### src/rtl/ctrl_cfg_sequencer.sv
// Layer descriptor sequencer: double-buffered descriptor store feeding a control unit run handshake.
// Optional watchdog enabled by defining CFG_SEQ_TIMEOUT_EN.
module ctrl_cfg_sequencer #(
  parameter int Pa      = 8,
  parameter int Pw      = 4,
  parameter int MNO     = 288,
  parameter int MNV     = 224*224,
  parameter int TIMEOUT = 1024
) (
  input  logic                      clk,
  input  logic                      rst_n,
  input  logic                      cfg_valid,
  output logic                      cfg_ready,
  input  logic [$clog2(MNO)-1:0]    cfg_done_cnt,
  input  logic [$clog2(Pa*Pw)-1:0]  cfg_quant,
  input  logic [2:0]                cfg_out,
  input  logic [2:0]                cfg_relu,
  input  logic [2:0]                cfg_fil_group,
  input  logic [$clog2(MNV)-1:0]    cfg_in_vol,
  input  logic [$clog2(MNV)-1:0]    cfg_wb_last,
  input  logic                      abort,
  input  logic                      wb,
  output logic [$clog2(MNO)-1:0]    max_val_cnt_done,
  output logic [$clog2(Pa*Pw)-1:0]  max_val_cnt_quant,
  output logic [2:0]                max_val_cnt_out,
  output logic [2:0]                max_val_cnt_relu,
  output logic [2:0]                max_val_fil_group,
  output logic [$clog2(MNV)-1:0]    max_val_in_vol,
  output logic                      core_stall_n,
  output logic                      busy,
  output logic                      layer_done,
  output logic                      timeout_err
);

  localparam int DW = $clog2(MNO);
  localparam int QW = $clog2(Pa*Pw);
  localparam int VW = $clog2(MNV);

  if (TIMEOUT < 2) begin : g_bad_timeout
    $error("ctrl_cfg_sequencer: TIMEOUT must be at least 2");
  end

  typedef struct packed {
    logic [DW-1:0] done_cnt;
    logic [QW-1:0] quant;
    logic [2:0]    out;
    logic [2:0]    relu;
    logic [2:0]    fil_group;
    logic [VW-1:0] in_vol;
    logic [VW-1:0] wb_last;
  } desc_t;

  typedef enum logic [1:0] {ST_IDLE, ST_SETUP, ST_RUN, ST_DONE} state_e;

  state_e        state_q, state_d;
  desc_t         a_q, a_d;
  desc_t         s_q, s_d;
  logic          s_full_q, s_full_d;
  logic [VW-1:0] wb_cnt_q, wb_cnt_d;
  logic          layer_done_q, layer_done_d;
  desc_t         cfg_in;
  logic          accept;

`ifdef CFG_SEQ_TIMEOUT_EN
  localparam int WDW = $clog2(TIMEOUT);
  logic [WDW-1:0] wd_q, wd_d;
  logic           timeout_err_q, timeout_err_d;
`endif

  assign cfg_in = '{done_cnt: cfg_done_cnt, quant: cfg_quant, out: cfg_out,
                    relu: cfg_relu, fil_group: cfg_fil_group,
                    in_vol: cfg_in_vol, wb_last: cfg_wb_last};

  assign cfg_ready = !s_full_q && !abort && rst_n;
  assign accept    = cfg_valid && cfg_ready;

  always_comb begin
    // NOTE: every variable gets a default before the case so no path leaves it unassigned (no latches).
    state_d      = state_q;
    a_d          = a_q;
    s_d          = s_q;
    s_full_d     = s_full_q;
    wb_cnt_d     = wb_cnt_q;
    layer_done_d = 1'b0;
`ifdef CFG_SEQ_TIMEOUT_EN
    wd_d          = wd_q;
    timeout_err_d = 1'b0;
`endif

    // Outside IDLE an accepted descriptor waits in the shadow slot.
    if (accept && state_q != ST_IDLE) begin
      s_d      = cfg_in;
      s_full_d = 1'b1;
    end

    unique case (state_q)
      ST_IDLE: begin
        if (accept) begin
          a_d     = cfg_in;
          state_d = ST_SETUP;
`ifdef CFG_SEQ_TIMEOUT_EN
          wd_d    = '0;
`endif
        end
      end
      ST_SETUP: begin
        wb_cnt_d = '0;
        state_d  = ST_RUN;
      end
      ST_RUN: begin
        if (wb) begin
          if (wb_cnt_q == a_q.wb_last) begin
            state_d      = ST_DONE;
            layer_done_d = 1'b1;
          end else begin
            wb_cnt_d = wb_cnt_q + VW'(1);
          end
`ifdef CFG_SEQ_TIMEOUT_EN
          wd_d = '0;
        end else if (wd_q == WDW'(TIMEOUT - 1)) begin
          state_d       = ST_DONE;
          timeout_err_d = 1'b1;
        end else begin
          wd_d = wd_q + WDW'(1);
`endif
        end
      end
      ST_DONE: begin
        // A descriptor arriving this very cycle counts as a full shadow slot.
        if (s_full_q || accept) begin
          a_d      = s_full_q ? s_q : cfg_in;
          s_full_d = 1'b0;
          state_d  = ST_SETUP;
`ifdef CFG_SEQ_TIMEOUT_EN
          wd_d     = '0;
`endif
        end else begin
          state_d = ST_IDLE;
        end
      end
      default: state_d = ST_IDLE;
    endcase

    // Abort overrides everything, including a coincident terminal writeback.
    if (abort) begin
      state_d      = ST_IDLE;
      s_full_d     = 1'b0;
      layer_done_d = 1'b0;
`ifdef CFG_SEQ_TIMEOUT_EN
      timeout_err_d = 1'b0;
`endif
    end
  end

  always_ff @(posedge clk) begin
    // NOTE: registers use non-blocking assignments so all flops update from pre-edge values.
    if (!rst_n) begin
      state_q      <= ST_IDLE;
      a_q          <= '0;
      s_q          <= '0;
      s_full_q     <= 1'b0;
      wb_cnt_q     <= '0;
      layer_done_q <= 1'b0;
`ifdef CFG_SEQ_TIMEOUT_EN
      wd_q          <= '0;
      timeout_err_q <= 1'b0;
`endif
    end else begin
      state_q      <= state_d;
      a_q          <= a_d;
      s_q          <= s_d;
      s_full_q     <= s_full_d;
      wb_cnt_q     <= wb_cnt_d;
      layer_done_q <= layer_done_d;
`ifdef CFG_SEQ_TIMEOUT_EN
      wd_q          <= wd_d;
      timeout_err_q <= timeout_err_d;
`endif
    end
  end

  // A only changes when entering SETUP, so the counter programming settles before RUN.
  assign max_val_cnt_done  = a_q.done_cnt;
  assign max_val_cnt_quant = a_q.quant;
  assign max_val_cnt_out   = a_q.out;
  assign max_val_cnt_relu  = a_q.relu;
  assign max_val_fil_group = a_q.fil_group;
  assign max_val_in_vol    = a_q.in_vol;

  assign core_stall_n = (state_q == ST_RUN);
  assign busy         = (state_q != ST_IDLE);
  assign layer_done   = layer_done_q;

`ifdef CFG_SEQ_TIMEOUT_EN
  assign timeout_err = timeout_err_q;
`else
  assign timeout_err = 1'b0;
`endif

endmodule

### config.mk
export PLATFORM = sky130hd
export DESIGN_NAME = ctrl_cfg_sequencer
export DESIGN_NICKNAME = d
export VERILOG_FILES = /design/src/rtl/ctrl_cfg_sequencer.sv
export SDC_FILE = /design/constraint.sdc
export NUM_CORES = 1
export LEC_CHECK = 0
export CAP_MARGIN = 20
export CORE_MARGIN = 2
export CORE_UTILIZATION = 45
export CTS_CLUSTER_DIAMETER = 40
export DETAILED_ROUTE_END_ITERATION = 7
export DONT_BUFFER_PORTS = 1
export PLACE_DENSITY = 0.64
export SETUP_SLACK_MARGIN = 0.3
export SYNTH_ARGS = -nofsm -noshare
export SYNTH_HDL_FRONTEND = slang
export SYNTH_SLANG_ARGS = --single-unit
### constraint.sdc
create_clock -name clk -period 4.82 [get_ports clk]
set_input_delay 0.964 -clock clk [delete_from_list [all_inputs] [get_ports clk]]
set_output_delay 0.964 -clock clk [all_outputs]
set_load 0.01 [all_outputs]
# After elaboration in Yosys (flattened, before gate mapping)
# Cells that the tools add are included.
# op_classes
add_sub_neg,1
eq_ne,9
mux,16
n_bitwise,3
n_reduce_logical,16
# ops
operator,count
$mux 55,3
$pmux 55 s2,1
$mux 16,2
$pmux 16 s2,1
$add 16x1->16 const B,1
$eq 16x16->1,1
$reduce_and 3->1,3
$ne 2x2->1 const B,4
$pmux 2 s4,1
$mux 2,3
$reduce_bool 2->1,3
$mux 1,5
$eq 2x2->1 const B,2
$logic_and 1x1->1,4
$reduce_or 4->1,1
$not 1->1,3
$eq 2x1->1 const B,1
$logic_not 1->1,2
$logic_not 2->1,1
$ne 2x1->1 const B,1
$reduce_or 2->1,1
$logic_or 1x1->1,1
# totals
reg_bits,130
inputBits,60
output_inout_bits,44
word_cells,63

# Depth between registers and ports, before layout
# depth
word_depth,8
ltp_mapped,9
mapped_depth_nobuf,7

# Worst setup path before layout
# No wires, ideal clock.
# synth_timing
path_kind,input-to-output
start,input abort
end,output cfg_ready
arrival_ns,1.228
required_ns,3.856
setup_slack_ns,2.628
path_stages,1
path_buffers,0
cell_sequence,nor3b_2
# synth_between
elab_chain_len,3
# synth_rtl
element,line_no,text
"start, declared",21,"input logic abort,"
$logic_not 1->1,74,assign cfg_ready = !s_full_q && !abort && rst_n;
$logic_and 1x1->1 (2 in series),74,
"end, declared",13,"output logic cfg_ready,"
# No other way between the ends.

# Final worst setup path
# layout_timing
start,register s_full_q
end,register s_q[5] (netlist bit)
# layout_between
elab_chain_len,5
# layout_rtl
element,line_no,text
"start, declared",58,"logic s_full_q, s_full_d;"
"start signal, assigned",172,s_full_q <= s_full_d;
$logic_not 1->1,74,
$logic_and 1x1->1 (2 in series),74,
via cfg_ready,13,
$logic_and 1x1->1,75,assign accept = cfg_valid && cfg_ready;
$logic_and 1x1->1,91,if (accept && state_q != ST_IDLE) begin
"end signal, assigned",160,s_q <= '0;
"end signal, assigned",171,s_q <= s_d;
"end, declared",57,"desc_t s_q, s_d;"
# The timed path passes the listed nets, and every way through them passes these cells.
# A chain may end at the register's enable or synchronous reset.

==> impl_metrics.json <==
{
  "status": "finished, final reports clean",
  "path_common_cell": "nand2_1",
  "dieArea_um2": 14500,
  "diodes": 0,
  "dr.pass1.iters": 5,
  "cp-start-kind": "register",
  "ctsRootBufferMaster": "clkbuf_16",
  "hp-class": "register to register",
  "grt_use_total": 0.210,
  "p_leak_nw": 2.25,
  "powerDensity_nw_per_um2": 404,
  "maxCapViolCount": 0,
  "async_flop_share": 0,
  "synthTopCellsByCount": "nand2_1, dfxtp_1, nor2_1",
  "die_h_um": 120,
  "yosys_warnings": 0,
  "synth-seq-cells": 130,
  "finalHoldViolCount": 0,
  "drt_wl_total_um": 15000,
  "clock_power_share": 0.514,
  "ff2ff_path_depth": 6,
  "cpLargestDelayFamily": "simple AND/OR/NAND/NOR gates",
  "fin_nets": 754,
  "synth_fp_nets": 828,
  "pwr-share-seq": 0.436,
  "initial_core_util": 0.459,
  "rr_startpoint": "s_full_q",
  "drive_gt1_frac": 0.0799,
  "synth_area_leaders": "dfxtp_1, nand2_1, a311oi_1",
  "slew_headroom": 0.359,
  "period_share": 0.536,
  "numPortBuffers": 0,
  "ir_worst_vdd_v": 0.000228,
  "clk_path_buf_depth": 2,
  "antenna_found_initial": 0,
  "grt_max_degree": 111,
  "comb_power_share": 0.050,
  "whs_path_depth": 2,
  "holdBufCountCts": 0,
  "power_switching_share": 0.222,
  "cts_resized": 0,
  "cp.required_ns": 5.13,
  "drc": 0,
  "area_growth_pct": 5.92,
  "path_clk_slew_ns": 0.05,
  "wl_met3_um": 1080,
  "first_iter_violations": 415,
  "whs_endpoint": "s_q[44]",
  "setup_violations": 0,
  "power_mw": 2.61,
  "cts_tree": "built",
  "rsz0062_at_grt": "no",
  "internal_power_mw": 2.03,
  "slowest_stage": "nor2_4",
  "ff2ff_setup_slack_ns": 2.24,
  "clock_latency_ns": 0.42,
  "pin_count": 104,
  "tightestPinTransition_ns": 0.961,
  "endpoint_kind": "register",
  "rows": 42,
  "synth_edf_count": 0,
  "met1_length_um": 6340,
  "fin_worst_skew_ns": 0.00574,
  "numCtsBuffers": 17,
  "wl_per_cell_um": 17.1,
  "htree_levels": 4,
  "drtAntennaViolNets": 0,
  "setup_tns_ns": 0,
  "yosysTopAreaCellShare": 0.428,
  "fmax_ghz": 0.387,
  "whs_ns": 0.454,
  "switching_power_mw": 0.580,
  "arrival_ns": 2.89,
  "critical_path.cell_chain": "nor3b_2 -> nand2_1 -> nor2_4 -> buf_4 -> nand2_1 -> a21oi_1",
  "cts_setup_buffers": 0,
  "hpwl_um": 8990,
  "place_congestion": 0.826,
  "wl_met2_um": 7360,
  "grt_pass1_vias": 4784,
  "overflow": 0,
  "holdCritStartpoint": "s_q[44]",
  "worst-path-max-fanout": 31,
  "crit_buf_inv": 1,
  "min_period_ns": 2.58,
  "crit_type": "register to register",
  "syn_area_um2": 6080,
  "ys_types": 44,
  "avgSynthCellArea_um2": 7.98,
  "r2r-end": "s_q[5]",
  "drv_slew": 0,
  "ys.flop_type": "dfxtp_1",
  "synth_most_common_cell": "nand2_1",
  "vias": 5045,
  "die_x_um": 120,
  "top_layer_used": "met4",
  "cpPeakStageDelay_ns": 0.63,
  "syn-instance-count": 762,
  "grt_first_pass_wirelength_um": 24300,
  "core_area_um2": 13200,
  "vias_per_cell": 5.75,
  "clock-sinks": 130,
  "ys_seq_area_frac": 0.428,
  "synth_top_area_cell": "dfxtp_1"
}
[registers in the layout (all words and copies together) (netlist names)]
name	flops
s_full_q	1
max_val_cnt_out	3
wb_cnt_q	16
max_val_cnt_quant	5
s_q	55
state_q	2
max_val_cnt_relu	3
max_val_cnt_done	9
max_val_in_vol	16
a_q	16
layer_done	1
max_val_fil_group	3
[cell usage in the layout, fill, tap and decap left out, types with 2 or more instances in the layout]
master and n:
nor3_2 3, o41ai_2 2, a31oi_1 3, and3_1 3, nor2b_1 2, a21oi_1 58
dfxtp_1 129, clkinv_2 4, nor3_1 3, nor4_2 4, clkbuf_1 4, a311oi_1 55
ha_1 5, nor2_1 61, nand3_1 60, buf_4 6, and2_1 3, clkbuf_16 17
nand2_1 193, or3_1 2, bufinv_16 4, o311ai_1 2, nand2b_1 10, nor4_1 4
clkinvlp_4 3, o211ai_1 2, xor2_1 16, inv_1 5, mux2i_1 11, and4_1 2
nand4_1 3
[worst max-delay path by stage]
stage / from / end / slack, ns / cells past startpoint
2_1_floorplan: abort / cfg_ready / 2.63 / 1
3_3_place_gp: abort / a_q[12] / 1.87 / 6
3_5_place_dp: abort / max_val_in_vol[0] / 1.76 / 6
4_1_cts: state_q[0] / max_val_in_vol[0] / 1.98 / 6
5_1_grt: s_full_q / s_q[5] / 2.00 / 6
6_report: s_full_q / s_q[5] / 2.24 / 6
[cell families (layout without fill, tap and decap cells)]
family	Yosys count	count (layout)	share of synthesized area
compound gates	130	130	0.152
fa+ha+maj	6	6	0.0123
mux	11	11	0.0181
xor+xnor	16	16	0.0230
other cells	1	1	0.000616
buf+inv	107	46	0.102
flops	130	130	0.428
simple gates	361	361	0.265
[layout make-up]
cell class / count / area, µm²
clock buffers: 22 / 454
flip-flops and latches: 130 / 2600
fillers: 1269 / 6800
repair buffers: 8 / 92.6
multi-input cells: 525 / 2890
inverters: 6 / 23.8
well taps: 176 / 220
clock inverters: 10 / 158
[tightest hold or removal path: stages, from the launching register on]
cell and delay, ns:
dfxtp_1 0.31, nand2_1 0.05, a21oi_1 0.05
[metal layers]
metal	GRT usage	vias to the layer above
met5	0	-
met3	0.0684	22
li1	-	2441
met2	0.352	154
met1	0.252	2428
met4	0.0763	0
[metrics by stage]
stage               cell area, µm²  instances   util  setup slack [ns]
global placement              5780        843  0.437              1.87
floorplan                     6080        762      -              2.63
finish                        6440        877  0.487              2.24
global route                  6440        877  0.487              2.00
CTS                           6400        875  0.483              1.98
detailed placement            5780        843  0.437              1.76
[power groups by stage]
stage | Sequential, mW | Combinational [mW] | Clock (mW)
after global placement | 1.16 | 0.124 | 0
final | 1.14 | 0.131 | 1.34
after floorplan | 1.14 | 0.154 | 0
after detailed placement | 1.16 | 0.129 | 0
after global routing | 1.14 | 0.147 | 1.40
after CTS | 1.14 | 0.130 | 1.35
(Power assumes the default switching activity.)
